--- src/rtl/rf_wport_arbiter_if.sv ---
// Register-file write-port bundle: pipeline write, long-latency write request,
// arbitrated regfile write, and scoreboard/status signals.
interface rf_wport_if;
  logic        pipe_we;
  logic [4:0]  pipe_a3;
  logic [31:0] pipe_wd;
  logic [31:0] pipe_pc;

  logic        lng_valid;
  logic        lng_ready;
  logic [4:0]  lng_a3;
  logic [31:0] lng_wd;
  logic [31:0] lng_pc;

  logic        rf_we;
  logic [4:0]  rf_a3;
  logic [31:0] rf_wd;
  logic [31:0] rf_pc;

  logic [4:0]  q1;
  logic [4:0]  q2;
  logic        busy1;
  logic        busy2;
  logic        stall_req;
  logic        waw_err;
  logic [3:0]  fifo_cnt;

  modport master (
    output pipe_we, pipe_a3, pipe_wd, pipe_pc,
    output lng_valid, lng_a3, lng_wd, lng_pc,
    output q1, q2,
    input  lng_ready, rf_we, rf_a3, rf_wd, rf_pc,
    input  busy1, busy2, stall_req, waw_err, fifo_cnt
  );

  modport slave (
    input  pipe_we, pipe_a3, pipe_wd, pipe_pc,
    input  lng_valid, lng_a3, lng_wd, lng_pc,
    input  q1, q2,
    output lng_ready, rf_we, rf_a3, rf_wd, rf_pc,
    output busy1, busy2, stall_req, waw_err, fifo_cnt
  );
endinterface

--- src/rtl/rf_wport_arbiter.sv ---
// Shares the regfile write port: W-stage writes win, long-latency writes queue
// in a small FIFO and drain into idle cycles, with scoreboard and starvation stall.
module rf_wport_arbiter #(
  parameter int DEPTH  = 4,
  parameter int STARVE = 8
) (
  input logic      clk,
  input logic      reset,
  rf_wport_if.slave bus
);
  localparam int         AW       = (DEPTH > 1) ? $clog2(DEPTH) : 1;
  localparam logic [3:0] DEPTH_C  = 4'(DEPTH);
  localparam logic [7:0] STARVE_C = 8'(STARVE);

  typedef struct packed {
    logic [4:0]  a3;
    logic [31:0] wd;
    logic [31:0] pc;
  } entry_t;

  entry_t           mem [DEPTH];
  logic [DEPTH-1:0] vld;
  logic [AW-1:0]    rd_ptr, wr_ptr;
  logic [3:0]       cnt;
  logic [7:0]       wait_cnt;
  logic             waw_q;

  logic full, empty, push, pop, waw_hit;

  assign full  = (cnt == DEPTH_C);
  assign empty = (cnt == 4'd0);
  // $0 requests complete the handshake but are never queued.
  assign push  = bus.lng_valid && !full && (bus.lng_a3 != 5'd0);
  assign pop   = !bus.pipe_we && !empty;

  assign bus.lng_ready = !full;
  assign bus.fifo_cnt  = cnt;
  assign bus.stall_req = (wait_cnt == STARVE_C);
  assign bus.waw_err   = waw_q;

  // NOTE: every always_comb output gets a default first so no path infers a latch.
  always_comb begin
    bus.busy1 = 1'b0;
    bus.busy2 = 1'b0;
    waw_hit   = 1'b0;
    for (int i = 0; i < DEPTH; i++) begin
      if (vld[i]) begin
        if (mem[i].a3 == bus.q1      && bus.q1      != 5'd0) bus.busy1 = 1'b1;
        if (mem[i].a3 == bus.q2      && bus.q2      != 5'd0) bus.busy2 = 1'b1;
        if (mem[i].a3 == bus.pipe_a3 && bus.pipe_a3 != 5'd0) waw_hit  = 1'b1;
      end
    end
  end

  always_comb begin
    bus.rf_we = 1'b0;
    bus.rf_a3 = 5'd0;
    bus.rf_wd = 32'd0;
    bus.rf_pc = 32'd0;
    if (bus.pipe_we) begin
      bus.rf_we = 1'b1;
      bus.rf_a3 = bus.pipe_a3;
      bus.rf_wd = bus.pipe_wd;
      bus.rf_pc = bus.pipe_pc;
    end else if (!empty) begin
      bus.rf_we = 1'b1;
      bus.rf_a3 = mem[rd_ptr].a3;
      bus.rf_wd = mem[rd_ptr].wd;
      bus.rf_pc = mem[rd_ptr].pc;
    end
  end

  // NOTE: storage carries no reset; the valid bits and count alone define what is live.
  always_ff @(posedge clk) begin
    if (push) mem[wr_ptr] <= '{a3: bus.lng_a3, wd: bus.lng_wd, pc: bus.lng_pc};
  end

  // NOTE: sequential state uses non-blocking assignments so all flops update together.
  always_ff @(posedge clk or posedge reset) begin
    if (reset) begin
      vld      <= '0;
      rd_ptr   <= '0;
      wr_ptr   <= '0;
      cnt      <= 4'd0;
      wait_cnt <= 8'd0;
      waw_q    <= 1'b0;
    end else begin
      // Push and pop never target the same slot: pop needs non-empty, push needs non-full.
      if (pop) begin
        vld[rd_ptr] <= 1'b0;
        rd_ptr      <= AW'(rd_ptr + 1'b1);
      end
      if (push) begin
        vld[wr_ptr] <= 1'b1;
        wr_ptr      <= AW'(wr_ptr + 1'b1);
      end
      case ({push, pop})
        2'b10:   cnt <= cnt + 4'd1;
        2'b01:   cnt <= cnt - 4'd1;
        default: cnt <= cnt;
      endcase
      if (empty || pop)              wait_cnt <= 8'd0;
      else if (wait_cnt != STARVE_C) wait_cnt <= wait_cnt + 8'd1;
      if (bus.pipe_we && waw_hit) waw_q <= 1'b1;
    end
  end
endmodule
--- src/flat_wrapper.sv ---
// flat-port wrapper written by rule: the top's interface ports become plain ports
module rf_wport_arbiter_flat 
#(
  parameter int DEPTH  = 4,
  parameter int STARVE = 8
)
  (clk, reset, bus_pipe_we, bus_pipe_a3, bus_pipe_wd, bus_pipe_pc, bus_lng_valid, bus_lng_a3, bus_lng_wd, bus_lng_pc, bus_q1, bus_q2, bus_lng_ready, bus_rf_we, bus_rf_a3, bus_rf_wd, bus_rf_pc, bus_busy1, bus_busy2, bus_stall_req, bus_waw_err, bus_fifo_cnt);
  rf_wport_if bus_i ();
  input logic clk;
  input logic reset;
  input wire logic [$bits(bus_i.pipe_we)-1:0] bus_pipe_we;
  input wire logic [$bits(bus_i.pipe_a3)-1:0] bus_pipe_a3;
  input wire logic [$bits(bus_i.pipe_wd)-1:0] bus_pipe_wd;
  input wire logic [$bits(bus_i.pipe_pc)-1:0] bus_pipe_pc;
  input wire logic [$bits(bus_i.lng_valid)-1:0] bus_lng_valid;
  input wire logic [$bits(bus_i.lng_a3)-1:0] bus_lng_a3;
  input wire logic [$bits(bus_i.lng_wd)-1:0] bus_lng_wd;
  input wire logic [$bits(bus_i.lng_pc)-1:0] bus_lng_pc;
  input wire logic [$bits(bus_i.q1)-1:0] bus_q1;
  input wire logic [$bits(bus_i.q2)-1:0] bus_q2;
  output wire logic [$bits(bus_i.lng_ready)-1:0] bus_lng_ready;
  output wire logic [$bits(bus_i.rf_we)-1:0] bus_rf_we;
  output wire logic [$bits(bus_i.rf_a3)-1:0] bus_rf_a3;
  output wire logic [$bits(bus_i.rf_wd)-1:0] bus_rf_wd;
  output wire logic [$bits(bus_i.rf_pc)-1:0] bus_rf_pc;
  output wire logic [$bits(bus_i.busy1)-1:0] bus_busy1;
  output wire logic [$bits(bus_i.busy2)-1:0] bus_busy2;
  output wire logic [$bits(bus_i.stall_req)-1:0] bus_stall_req;
  output wire logic [$bits(bus_i.waw_err)-1:0] bus_waw_err;
  output wire logic [$bits(bus_i.fifo_cnt)-1:0] bus_fifo_cnt;
  assign bus_i.pipe_we = bus_pipe_we;
  assign bus_i.pipe_a3 = bus_pipe_a3;
  assign bus_i.pipe_wd = bus_pipe_wd;
  assign bus_i.pipe_pc = bus_pipe_pc;
  assign bus_i.lng_valid = bus_lng_valid;
  assign bus_i.lng_a3 = bus_lng_a3;
  assign bus_i.lng_wd = bus_lng_wd;
  assign bus_i.lng_pc = bus_lng_pc;
  assign bus_i.q1 = bus_q1;
  assign bus_i.q2 = bus_q2;
  assign bus_lng_ready = bus_i.lng_ready;
  assign bus_rf_we = bus_i.rf_we;
  assign bus_rf_a3 = bus_i.rf_a3;
  assign bus_rf_wd = bus_i.rf_wd;
  assign bus_rf_pc = bus_i.rf_pc;
  assign bus_busy1 = bus_i.busy1;
  assign bus_busy2 = bus_i.busy2;
  assign bus_stall_req = bus_i.stall_req;
  assign bus_waw_err = bus_i.waw_err;
  assign bus_fifo_cnt = bus_i.fifo_cnt;
  rf_wport_arbiter #(.DEPTH(DEPTH), .STARVE(STARVE)) u_core (.clk(clk), .reset(reset), .bus(bus_i));
endmodule
--- config.mk ---
export PLATFORM = sky130hd
export DESIGN_NAME = rf_wport_arbiter_flat
export DESIGN_NICKNAME = d
export VERILOG_FILES = /design/src/rtl/rf_wport_arbiter_if.sv /design/src/rtl/rf_wport_arbiter.sv /design/src/flat_wrapper.sv
export SDC_FILE = /design/constraint.sdc
export NUM_CORES = 1
export LEC_CHECK = 0
export BUFFER_PORTS_ARGS = -buffer_cell sky130_fd_sc_hd__buf_2
export CAP_MARGIN = 15
export CORE_ASPECT_RATIO = 1.25
export CORE_MARGIN = 2
export CORE_UTILIZATION = 25
export CTS_CLUSTER_SIZE = 25
export DETAILED_ROUTE_END_ITERATION = 10
export HOLD_SLACK_MARGIN = 0.12
export PLACE_DENSITY = 0.44
export SYNTH_ARGS = -nofsm -noshare
export SYNTH_HDL_FRONTEND = slang
export SYNTH_SLANG_ARGS = --single-unit
--- constraint.sdc ---
create_clock -name clk -period 5.54 [get_ports clk]
set_input_delay 1.385 -clock clk [delete_from_list [all_inputs] [get_ports clk]]
set_output_delay 1.385 -clock clk [all_outputs]
set_load 0.02 [all_outputs]
==> impl_metrics.py, run 1 <==
metrics = {
    "clocking": {
        "clock-root-buffer": "sky130_fd_sc_hd__clkbuf_16",
        "clock_sinks": 297,
        "cts-root-to-sink-buffers": 3,
        "post-cts-setup-buffer-count": 0,
        "post_cts_resize_count": 0,
        "clk-insertion-delay-late_ns": 0.52,
        "cts.clk_slew.worst_paths_ns": 0.06,
        "cts_hold_buffers": 0,
        "tritoncts.num_buffers": 34,
        "cts_tree": "yes",
        "cts-htree-levels": 2,
    },
    "logic_synthesis": {
        "synthFlopType": "sky130_fd_sc_hd__edfxtp_1",
        "synth_top_cells_by_count": "sky130_fd_sc_hd__edfxtp_1, sky130_fd_sc_hd__a22o_1, sky130_fd_sc_hd__mux4_2",
        "netlist-cell-type-count": 34,
        "leading_area_contributor_after_synthesis": "sky130_fd_sc_hd__edfxtp_1",
        "ys_seq_area_frac": 0.700,
        "synth_edf_count": 276,
        "postSynthAreaPerCell_sq_um": 18.8,
        "seq_cells_post_synth": 297,
        "synth_top_cell_area_share": 0.658,
        "yosysWarningCount": 0,
        "postSynth.asyncResetShare": 0.0707,
        "synth_top_cells_by_area": "sky130_fd_sc_hd__edfxtp_1, sky130_fd_sc_hd__mux4_2, sky130_fd_sc_hd__a22o_1",
        "synthesis.nets": 835,
        "top_count_cell_post_synth": "sky130_fd_sc_hd__edfxtp_1",
        "syn_std_cell_area_sq_um": 12600,
        "cell_count_after_synthesis": 669,
    },
    "placed_design": {
        "numPlacedInstances": 1514,
        "port-buffer-count": 230,
        "pre_cts_slack_ns": 1.17,
        "routabilityCongestion": 0.790,
        "post-dp-hpwl_um": 19800,
    },
    "run": {
        "maxCapViolCount": 0,
    },
    "layout": {
        "drive_above_1_share": 0.400,
        "fin_nets": 1065,
        "fillers": 4847,
        "multiInputGateArea_sq_um": 3490,
        "area.growth.synth_to_final_pct": 23.5,
        "register_area_sq_um": 8820,
        "count_of_non_filler_cells_in_the_finished_layout": 1576,
    },
    "drt": {
        "drtAntennaViolNets": 0,
        "detail_route.drc_violations": 0,
        "avgRoutedWirePerCell_um": 20.2,
        "drt-pass1-iter-count": 4,
        "first_iter_violations": 276,
        "detailroute.via_count": 6913,
        "detail_route.wirelength_um": 31800,
        "viasPerCell": 4.39,
    },
    "pwr": {
        "cellLeakagePower_uw": 0.00563,
        "power.switching_fraction": 0.315,
        "power_share_of_the_combinational_group": 0.288,
        "power_density_nw_per_um2": 499,
        "pwr-share-clk": 0.289,
        "p_sw_uw": 2450,
        "power.ir.vdd_worst_uv": 219,
        "power.internal_uw": 5310,
        "share_seq_of_total_power": 0.423,
    },
    "timing": {
        "period_needed_ns": 4.28,
        "maxClockFrequency_mhz": 234,
        "setup_viol_count_final": 0,
        "final.setup.worst_slack_ns": 1.26,
        "worst_pin_slew_ns": 1.10,
        "fin_worst_skew_ns": 0.0201,
        "tns_ns": 0,
        "number_of_hold_slack_violations_in_the_final_timing_report": 0,
        "grt_setup_unrepaired": "false",
        "final_min_period_over_clock_period": 0.773,
        "worst_slew_margin_rel": 0.267,
        "slew_viol_final": 0,
    },
    "global_routing": {
        "via_count_of_the_first_global_routing_pass": 7184,
        "top_usage_layer": "met2",
        "antenna_found_initial": 4,
        "grt.overflow.total": 0,
        "grt_use_met2": 0.206,
        "groute.layer.met3.usage": 0.0294,
        "grt.total_usage": 0.120,
        "met1_usage": 0.148,
        "wire_length_of_the_first_global_routing_pass_um": 45700,
        "grt_start_max_net_pins": 61,
    },
    "setup_path": {
        "end_kind": "output pin",
        "reg2reg_depth": 9,
        "timing.critical_path.from_type": "input pin",
        "worstSetupPathType": "in -> out",
        "timing.critical_path.fanout_max": 35,
        "critical_path_arrival_ns": 2.90,
        "cp_slowest_cell": "sky130_fd_sc_hd__nor2_4",
        "timing.critical_path.slowest_cell_delay_ns": 0.48,
        "most_repeated_library_cell_on_the_critical_path": "sky130_fd_sc_hd__buf_4",
        "critPathRequiredTime_ns": 4.16,
        "total_number_of_cells_along_the_worst_setup_path": 5,
        "critical_path_buffer_and_inverter_count": 3,
        "cp_cell_instances": "buf_4 > nor2_4 > buf_4 > a22o_1 > buf_2",
        "timing.critical_path.max_delay_family": "buffers and inverters",
        "setup.reg_to_reg.worst_slack_ns": 2.93,
    },
    "floorplanning": {
        "width_of_the_chip_um": 205,
        "effective_utilization_at_floorplan": 0.254,
        "dieArea_sq_um": 52200,
        "core-area_sq_um": 49500,
        "placement_rows": 91,
        "floorplan.io_pins": 231,
        "die_h_um": 255,
    },
    "worst_hold_path": {
        "hold_path_class": "reg -> reg",
        "hold-path-cell-count": 1,
    },
    "run_status": {
        "outcome": "completed",
    },
}
power groups by stage:
| stage | clock [uW] | sequential (uW) | combinational, uW |
|---|---|---|---|
| CTS | 2320 | 3300 | 2320 |
| global route | 2400 | 3340 | 2440 |
| finish | 2240 | 3280 | 2240 |
| detailed placement | 0 | 3350 | 2310 |
| floorplan | 0 | 3130 | 1680 |
| global placement | 0 | 3340 | 2310 |
sequential cells by signal (all words and copies together), names as in the netlist:
name / flops
u_core.vld: 4
u_core.bus.waw_err: 1
u_core.wr_ptr: 2
u_core.rd_ptr: 2
u_core.mem: 276
u_core.wait_cnt: 8
u_core.bus.fifo_cnt: 4
layout by cell type, fill, tap and decap left out, types with 2 or more instances in the layout:
master / netlist / routed
sky130_fd_sc_hd__edfxtp_1: 276 / 276
sky130_fd_sc_hd__buf_2: 12 / 229
sky130_fd_sc_hd__mux4_2: 69 / 69
sky130_fd_sc_hd__a22o_1: 69 / 69
sky130_fd_sc_hd__xor2_1: 55 / 55
sky130_fd_sc_hd__clkbuf_16: 0 / 37
sky130_fd_sc_hd__dfrtp_1: 21 / 19
sky130_fd_sc_hd__xnor2_1: 17 / 17
sky130_fd_sc_hd__nand3_1: 17 / 17
sky130_fd_sc_hd__nand2_1: 14 / 14
sky130_fd_sc_hd__ha_1: 13 / 13
sky130_fd_sc_hd__inv_1: 12 / 12
sky130_fd_sc_hd__nor4_1: 12 / 12
sky130_fd_sc_hd__buf_4: 1 / 12
sky130_fd_sc_hd__nor2_1: 9 / 8
sky130_fd_sc_hd__clkbuf_1: 28 / 8
sky130_fd_sc_hd__a21o_1: 5 / 5
sky130_fd_sc_hd__clkinv_1: 0 / 5
sky130_fd_sc_hd__o21ai_0: 4 / 4
sky130_fd_sc_hd__and2_4: 4 / 4
sky130_fd_sc_hd__clkinv_2: 0 / 4
sky130_fd_sc_hd__nor3_1: 3 / 3
sky130_fd_sc_hd__nand4_1: 3 / 3
sky130_fd_sc_hd__bufinv_16: 0 / 3
sky130_fd_sc_hd__nand2b_1: 2 / 2
sky130_fd_sc_hd__a21oi_1: 2 / 2
sky130_fd_sc_hd__and3_1: 2 / 2
sky130_fd_sc_hd__or4_1: 2 / 2
sky130_fd_sc_hd__o21a_1: 2 / 2
sky130_fd_sc_hd__clkinvlp_4: 0 / 2
sky130_fd_sc_hd__dfrtp_4: 0 / 2
path summary, 6_finish.rpt:
check / start / end
setup / recovery: bus_pipe_we / bus_rf_pc[22]
hold / removal: u_core.bus.waw_err / u_core.bus.waw_err
setup reg to reg: u_core.bus.fifo_cnt[1] / u_core.bus.fifo_cnt[3]
hold reg to reg: u_core.bus.waw_err / u_core.bus.waw_err
max in group asynchronous: reset / u_core.rd_ptr[0]
min in group asynchronous: reset / u_core.bus.waw_err
through the flow:
stage                     area [sq um]  hold slack, ns  utilization  power, uW
after floorplan                  12600           0.493            -       4810
after global placement           14400           0.450        0.291       5650
after detailed placement         14400           0.453        0.291       5660
after CTS                        15500           0.467        0.314       7930
after global routing             15500           0.491        0.314       8180
final                            15500           0.462        0.314       7760
cell type report:
type                            count  share of cell area
Timing Repair Buffer              242              0.0808
Clock inverter                     16              0.0104
Tap cell                          651              0.0524
Sequential cell                   297               0.567
Antenna cell                        1            0.000161
Inverter                           12             0.00290
Clock buffer                       45              0.0615
Multi-Input combinational cell    312               0.225
metal layers:
layer | wire length [um] | vias up
met5 | 34 | -
met4 | 641 | 6
met3 | 1740 | 43
met2 | 16200 | 174
met1 | 13200 | 3535
li1 | - | 3155
kinds of logic after synthesis:
family,Yosys count,synth area share
adder cells (fa/ha/maj),14,0.0145
XOR/XNOR,72,0.0501
AO/OA/AOI/OAI,84,0.0569
AND/OR/NAND/NOR,72,0.0310
multiplexers,70,0.124
buffers and inverters,60,0.0235
flip-flops,297,0.700
worst register-to-register path, delay by kind of cell (launching register included):
kind | cells | cell delay [ns]
AOI/OAI and AO/OA | 2 | 0.34
and+or+nand+nor | 3 | 0.86
DFF | 1 | 0.45
adders and majority gates | 2 | 0.57
xor gates and xnor gates | 2 | 0.27
No activity file was read; power rests on OpenSTA's default activity.
==> run 2, diff against run 1 <==
==> constraint.sdc (replaced) <==
create_clock -name clk -period 4.2 [get_ports clk]
set_input_delay 1.05 -clock clk [delete_from_list [all_inputs] [get_ports clk]]
set_output_delay 1.05 -clock clk [all_outputs]
set_load 0.02 [all_outputs]
==> run 2 against run 1 <==
Against the previous run: die area stayed put; clock power is 32% higher; utilization grew 0.23 points; sequential power grew 30%; worst hold slack better by 0.018 ns; global-route usage rose by 0.098 points; final cell count is 0.13% higher; non-clock buffer count rose by 5; clock skew up 0.011 ns; flip-flop and latch count stayed put; setup slack got worse by 0.66 ns; design area increased by 0.73%; critical path type is now reg -> out.
==> impl_metrics.py, run 2 (synthesized netlist as in run 1, its figures left out) <==
metrics = {
    "run_status": {
        "outcome": "completed",
    },
    "layout": {
        "fin_nets": 1071,
        "final_cell_mix": "sky130_fd_sc_hd__edfxtp_1, sky130_fd_sc_hd__buf_2, sky130_fd_sc_hd__mux4_2, sky130_fd_sc_hd__a22o_1, sky130_fd_sc_hd__xor2_1",
        "max_flop_register": "u_core.mem",
        "mostFrequentLayoutCell": "sky130_fd_sc_hd__edfxtp_1",
        "largestRegisters": "u_core.mem: 276 flops, u_core.wait_cnt: 8 flops",
        "area.growth.synth_to_final_pct": 24.4,
        "largest_register_ff_count": 276,
        "antenna-diode-count": 0,
        "fillers": 4857,
        "drive_above_1_share": 0.403,
    },
    "drt": {
        "drt-pass1-iter-count": 4,
        "viasPerCell": 4.39,
        "avgRoutedWirePerCell_um": 20.1,
        "first_iter_violations": 301,
        "detail_route.wirelength_um": 31700,
        "drtAntennaViolNets": 0,
        "detail_route.drc_violations": 0,
        "detailroute.via_count": 6929,
    },
    "setup_path": {
        "rr_endpoint": "u_core.bus.fifo_cnt[3]",
        "critPathRequiredTime_ns": 3.15,
        "timing.critical_path.from_type": "flop",
        "timing.rr.start": "u_core.bus.fifo_cnt[2]",
        "critical_path_arrival_ns": 2.55,
        "cp_slowest_cell": "sky130_fd_sc_hd__dfrtp_4",
        "reg2reg_depth": 10,
        "setup.reg_to_reg.worst_slack_ns": 1.52,
        "end_kind": "output pin",
        "timing.critical_path.slowest_cell_delay_ns": 0.80,
        "cp_cell_instances": "buf_4 > mux4_2 > a22o_1 > buf_2",
        "worstSetupPathType": "reg -> out",
        "timing.critical_path.fanout_max": 24,
    },
    "pwr": {
        "share_seq_of_total_power": 0.416,
        "cellLeakagePower_uw": 0.00568,
        "power_share_of_the_combinational_group": 0.299,
        "power.ir.vdd_worst_uv": 301,
        "power.switching_fraction": 0.313,
        "p_sw_uw": 3220,
        "power.internal_uw": 7080,
        "p_total_uw": 10300,
        "pwr-share-clk": 0.286,
        "power_density_nw_per_um2": 658,
    },
    "global_routing": {
        "grt_start_max_net_pins": 54,
        "antenna_found_initial": 2,
        "via_count_of_the_first_global_routing_pass": 7276,
        "wire_length_of_the_first_global_routing_pass_um": 46400,
        "grt.total_usage": 0.121,
        "grt.overflow.total": 0,
    },
    "timing": {
        "grt_setup_unrepaired": "false",
        "maxClockFrequency_mhz": 278,
        "setup_viol_count_final": 0,
        "worst_slew_margin_rel": 0.361,
        "period_needed_ns": 3.60,
        "tns_ns": 0,
        "final_min_period_over_clock_period": 0.858,
        "fin_worst_skew_ns": 0.0308,
        "final.setup.worst_slack_ns": 0.598,
        "slew_viol_final": 0,
        "worst_pin_slew_ns": 0.958,
        "number_of_hold_slack_violations_in_the_final_timing_report": 0,
    },
    "clocking": {
        "cts-htree-levels": 2,
        "clk-insertion-delay-late_ns": 0.53,
        "post-cts-setup-buffer-count": 0,
        "post_cts_resize_count": 0,
        "cts-root-to-sink-buffers": 3,
        "tritoncts.num_buffers": 35,
        "clock_sinks": 297,
        "clock-root-buffer": "sky130_fd_sc_hd__clkbuf_16",
        "cts_tree": "yes",
        "cts.clk_slew.worst_paths_ns": 0.06,
        "cts_hold_buffers": 0,
    },
    "placed_design": {
        "post-dp-hpwl_um": 20300,
        "port-buffer-count": 230,
        "pre_cts_slack_ns": 0.832,
        "routabilityCongestion": 0.799,
    },
    "floorplanning": {
        "die_h_um": 255,
        "width_of_the_chip_um": 205,
        "placement_rows": 91,
        "dieArea_sq_um": 52200,
        "core-area_sq_um": 49500,
        "floorplan.io_pins": 231,
        "effective_utilization_at_floorplan": 0.254,
    },
    "worst_hold_path": {
        "hold_path_class": "reg -> reg",
        "hold-path-cell-count": 1,
        "worstHoldStart": "u_core.bus.waw_err",
        "worst_hold_path.endpoint": "u_core.bus.waw_err",
    },
    "run": {
        "maxCapViolCount": 0,
    },
}
-- run 2: cell types whose count changed in the layout (fill, tap and decap cells not counted) --
cell / previous run / this run
sky130_fd_sc_hd__clkinv_2: 4 / 5
sky130_fd_sc_hd__clkinvlp_4: 2 / 1
sky130_fd_sc_hd__clkbuf_8: 0 / 1
sky130_fd_sc_hd__clkbuf_16: 37 / 35
sky130_fd_sc_hd__buf_4: 12 / 9
sky130_fd_sc_hd__diode_2: 1 / 0
sky130_fd_sc_hd__clkinv_1: 5 / 9
sky130_fd_sc_hd__clkbuf_1: 8 / 3
sky130_fd_sc_hd__clkinv_4: 1 / 0
sky130_fd_sc_hd__bufinv_16: 3 / 4
sky130_fd_sc_hd__buf_12: 1 / 9
-- run 2: per-layer routing --
metal | track usage | part of all wire | vias to the layer above
met4 | 0.0420 | 0.027 | 4
li1 | - | - | 3175
met3 | 0.0299 | 0.053 | 56
met5 | 0 | 0.00072 | -
met1 | 0.146 | 0.41 | 3520
met2 | 0.210 | 0.51 | 174
-- run 2: metrics by stage --
step / hold WS (ns) / instances / cell area (sq um) / utilization
5_1_grt: 0.499 / 1578 / 15700 / 0.316
3_3_place_gp: 0.467 / 1519 / 14600 / 0.294
3_5_place_dp: 0.465 / 1519 / 14600 / 0.294
2_1_floorplan: 0.493 / 669 / 12600 / -
4_1_cts: 0.478 / 1578 / 15700 / 0.316
6_report: 0.481 / 1578 / 15700 / 0.316
-- run 2: area by class of cell --
type	count	area, sq um	area share
inverter	12	45.0	0.00288
sequential	297	8820	0.563
timing repair buffer	247	1390	0.0890
tap	651	815	0.0520
clock buffer	39	901	0.0575
clock inverter	20	195	0.0125
multi-input combinational	312	3490	0.223
-- run 2: worst max path at each step --
stage / from / end / slack (ns) / cells past startpoint
global placement: bus_lng_a3[1] / u_core.bus.fifo_cnt[3] / 0.86 / 11
global route: u_core.rd_ptr[0] / bus_rf_pc[2] / 0.42 / 4
floorplan: bus_pipe_we / bus_rf_pc[0] / 1.08 / 5
detailed placement: bus_lng_a3[1] / u_core.bus.fifo_cnt[3] / 0.83 / 11
CTS: u_core.rd_ptr[0] / bus_rf_pc[16] / 0.47 / 4
finish: u_core.rd_ptr[0] / bus_rf_wd[2] / 0.60 / 4
-- run 2: power groups by stage --
stage	Clock, uW	Sequential (uW)	Combinational [uW]
floorplan	0	4130	2220
global placement	0	4360	3200
detailed placement	0	4370	3190
CTS	3050	4310	3200
global route	3160	4350	3350
finish	2950	4280	3080
-- run 2: worst max-delay path: cells and delay by family, from the launching register on --
kind                   cells  cell delay [ns]
AOI/OAI and AO/OA          1             0.21
buffers and inverters      2             0.48
DFF                        1             0.80
muxes                      1             0.53
==> run 3, diff against run 2 <==
--- a/config.mk
+++ b/config.mk
@@ -5,15 +5,17 @@
 export SDC_FILE = /design/constraint.sdc
 export NUM_CORES = 1
 export LEC_CHECK = 0
-export BUFFER_PORTS_ARGS = -buffer_cell sky130_fd_sc_hd__buf_2
+export BUFFER_PORTS_ARGS = -buffer_cell sky130_fd_sc_hd__buf_4
 export CAP_MARGIN = 15
+export CELL_PAD_IN_SITES_DETAIL_PLACEMENT = 0
+export CELL_PAD_IN_SITES_GLOBAL_PLACEMENT = 2
 export CORE_ASPECT_RATIO = 1.25
 export CORE_MARGIN = 2
-export CORE_UTILIZATION = 25
+export CORE_UTILIZATION = 41
 export CTS_CLUSTER_SIZE = 25
 export DETAILED_ROUTE_END_ITERATION = 10
 export HOLD_SLACK_MARGIN = 0.12
-export PLACE_DENSITY = 0.44
+export PLACE_DENSITY = 0.82
 export SYNTH_ARGS = -nofsm -noshare
 export SYNTH_HDL_FRONTEND = slang
 export SYNTH_SLANG_ARGS = --single-unit
==> run 3 against run 2 <==
Against the previous run: clock skew fell by 0.023 ns; maximum frequency fell by 1.1%; first-iteration DRC count rose by 4.7%; via count fell by 0.72%; critical endpoint is now bus_rf_wd[19].
==> impl_metrics.py, run 3 (synthesized netlist as in run 1, its figures left out) <==
metrics = {
    "run_status": {
        "outcome": "completed",
    },
    "floorplanning": {
        "dieArea_sq_um": 32100,
        "width_of_the_chip_um": 161,
        "floorplan.io_pins": 231,
        "die_h_um": 200,
        "placement_rows": 71,
        "effective_utilization_at_floorplan": 0.417,
        "core-area_sq_um": 30200,
    },
    "timing": {
        "worst_pin_slew_ns": 0.919,
        "setup_viol_count_final": 0,
        "number_of_hold_slack_violations_in_the_final_timing_report": 0,
        "holdWs_ns": 0.487,
        "maxClockFrequency_mhz": 275,
        "fin_worst_skew_ns": 0.00828,
        "period_needed_ns": 3.64,
        "slew_viol_final": 0,
        "tns_ns": 0,
        "worst_slew_margin_rel": 0.386,
        "grt_setup_unrepaired": "false",
        "final_min_period_over_clock_period": 0.867,
    },
    "layout": {
        "max_flop_register": "u_core.mem",
        "largest_register_ff_count": 276,
        "largestRegisters": "u_core.mem: 276 flops, u_core.wait_cnt: 8 flops",
        "postLayoutCellArea_sq_um": 15700,
        "final_cell_mix": "sky130_fd_sc_hd__edfxtp_1, sky130_fd_sc_hd__buf_4, sky130_fd_sc_hd__mux4_2, sky130_fd_sc_hd__a22o_1, sky130_fd_sc_hd__xor2_1",
        "drive_above_1_share": 0.402,
        "mostFrequentLayoutCell": "sky130_fd_sc_hd__edfxtp_1",
        "count_of_non_filler_cells_in_the_finished_layout": 1316,
        "area.growth.synth_to_final_pct": 24.8,
        "fillers": 2515,
        "fin_nets": 1059,
        "antenna-diode-count": 0,
    },
    "pwr": {
        "power_density_nw_per_um2": 642,
        "cellLeakagePower_uw": 0.00577,
        "power.ir.vdd_worst_uv": 341,
    },
    "setup_path": {
        "timing.rr.start": "u_core.bus.fifo_cnt[2]",
        "critical_path_arrival_ns": 2.59,
        "timing.critical_path.from_type": "flop",
        "reg2reg_depth": 10,
        "cp_slowest_cell": "sky130_fd_sc_hd__dfrtp_4",
        "timing.critical_path.slowest_cell_delay_ns": 0.78,
        "most_repeated_library_cell_on_the_critical_path": "sky130_fd_sc_hd__buf_4",
        "setup.reg_to_reg.worst_slack_ns": 1.67,
        "critPathRequiredTime_ns": 3.15,
        "cp-startpoint": "u_core.rd_ptr[0]",
        "end_kind": "output pin",
        "timing.critical_path.fanout_max": 24,
        "worstSetupPathType": "reg -> out",
        "cp_cell_instances": "buf_4 > mux4_2 > a22o_1 > buf_4",
    },
    "placed_design": {
        "detailed_place.area_sq_um": 14700,
        "post-dp-hpwl_um": 17700,
        "port-buffer-count": 230,
        "routabilityCongestion": 0.887,
        "numPlacedInstances": 1263,
    },
    "clocking": {
        "cts_tree": "yes",
        "cts_hold_buffers": 0,
        "post-cts-setup-buffer-count": 0,
        "clock-root-buffer": "sky130_fd_sc_hd__clkbuf_16",
        "cts-root-to-sink-buffers": 3,
        "clk-insertion-delay-late_ns": 0.53,
        "post_cts_resize_count": 0,
        "clock_sinks": 297,
        "tritoncts.num_buffers": 29,
        "cts-htree-levels": 1,
        "cts.clk_slew.worst_paths_ns": 0.07,
    },
    "worst_hold_path": {
        "hold-path-cell-count": 1,
        "worstHoldStart": "u_core.bus.waw_err",
        "hold_path_class": "reg -> reg",
    },
    "drt": {
        "avgRoutedWirePerCell_um": 20.9,
        "viasPerCell": 5.23,
        "detail_route.drc_violations": 0,
        "drtAntennaViolNets": 0,
        "drt-pass1-iter-count": 4,
        "detail_route.wirelength_um": 27500,
        "first_iter_violations": 315,
        "detailroute.via_count": 6879,
    },
    "run": {
        "maxCapViolCount": 0,
    },
    "global_routing": {
        "wire_length_of_the_first_global_routing_pass_um": 41500,
        "antenna_found_initial": 0,
        "via_count_of_the_first_global_routing_pass": 7055,
        "grt.overflow.total": 0,
        "grt_start_max_net_pins": 60,
        "grt.total_usage": 0.168,
    },
}
## run 3: power breakdown
group | internal [uW] | leakage (uW) | switching [uW]
Combinational | 1530 | 0.00250 | 1610
Clock | 1640 | 0.000483 | 1060
Sequential | 3890 | 0.00279 | 371
## run 3: worst paths after layout
kind	endpoint
setup / recovery	bus_rf_wd[19]
hold / removal	u_core.bus.waw_err
setup reg to reg	u_core.bus.fifo_cnt[3]
hold reg to reg	u_core.bus.waw_err
max in group asynchronous	u_core.rd_ptr[1]
min in group asynchronous	u_core.wait_cnt[1]
## run 3: through the flow
step           worst slack, ns   util  total power (uW)
2_1_floorplan             1.08      -              6350
3_3_place_gp             0.889  0.487              7510
3_5_place_dp             0.828  0.487              7550
4_1_cts                  0.455  0.521             10300
5_1_grt                  0.387  0.521             10600
6_report                 0.560  0.521             10100
## run 3: cell type report
| type | count | area [sq um] | share of cell area |
|---|---|---|---|
| clock buffers | 33 | 741 | 0.0471 |
| clock inverters | 20 | 262 | 0.0166 |
| multi-input cells | 312 | 3490 | 0.222 |
| well taps | 401 | 502 | 0.0319 |
| repair buffers | 241 | 1860 | 0.118 |
| inverters | 12 | 45.0 | 0.00286 |
| flip-flops and latches | 297 | 8820 | 0.561 |
## run 3: routing by layer
layer / GRT usage / up-vias / share of wire
met5: 0 / - / 0
met4: 0.0433 / 0 / 0.020
met3: 0.0302 / 40 / 0.052
met2: 0.303 / 183 / 0.53
met1: 0.212 / 3509 / 0.40
li1: - / 3147 / -
## run 3: worst max-delay path: cells and delay by family (launching register included)
family / cells / cell delay [ns]
AO/OA/AOI/OAI: 1 / 0.22
buffers and inverters: 2 / 0.50
flip-flops: 1 / 0.78
multiplexers: 1 / 0.55
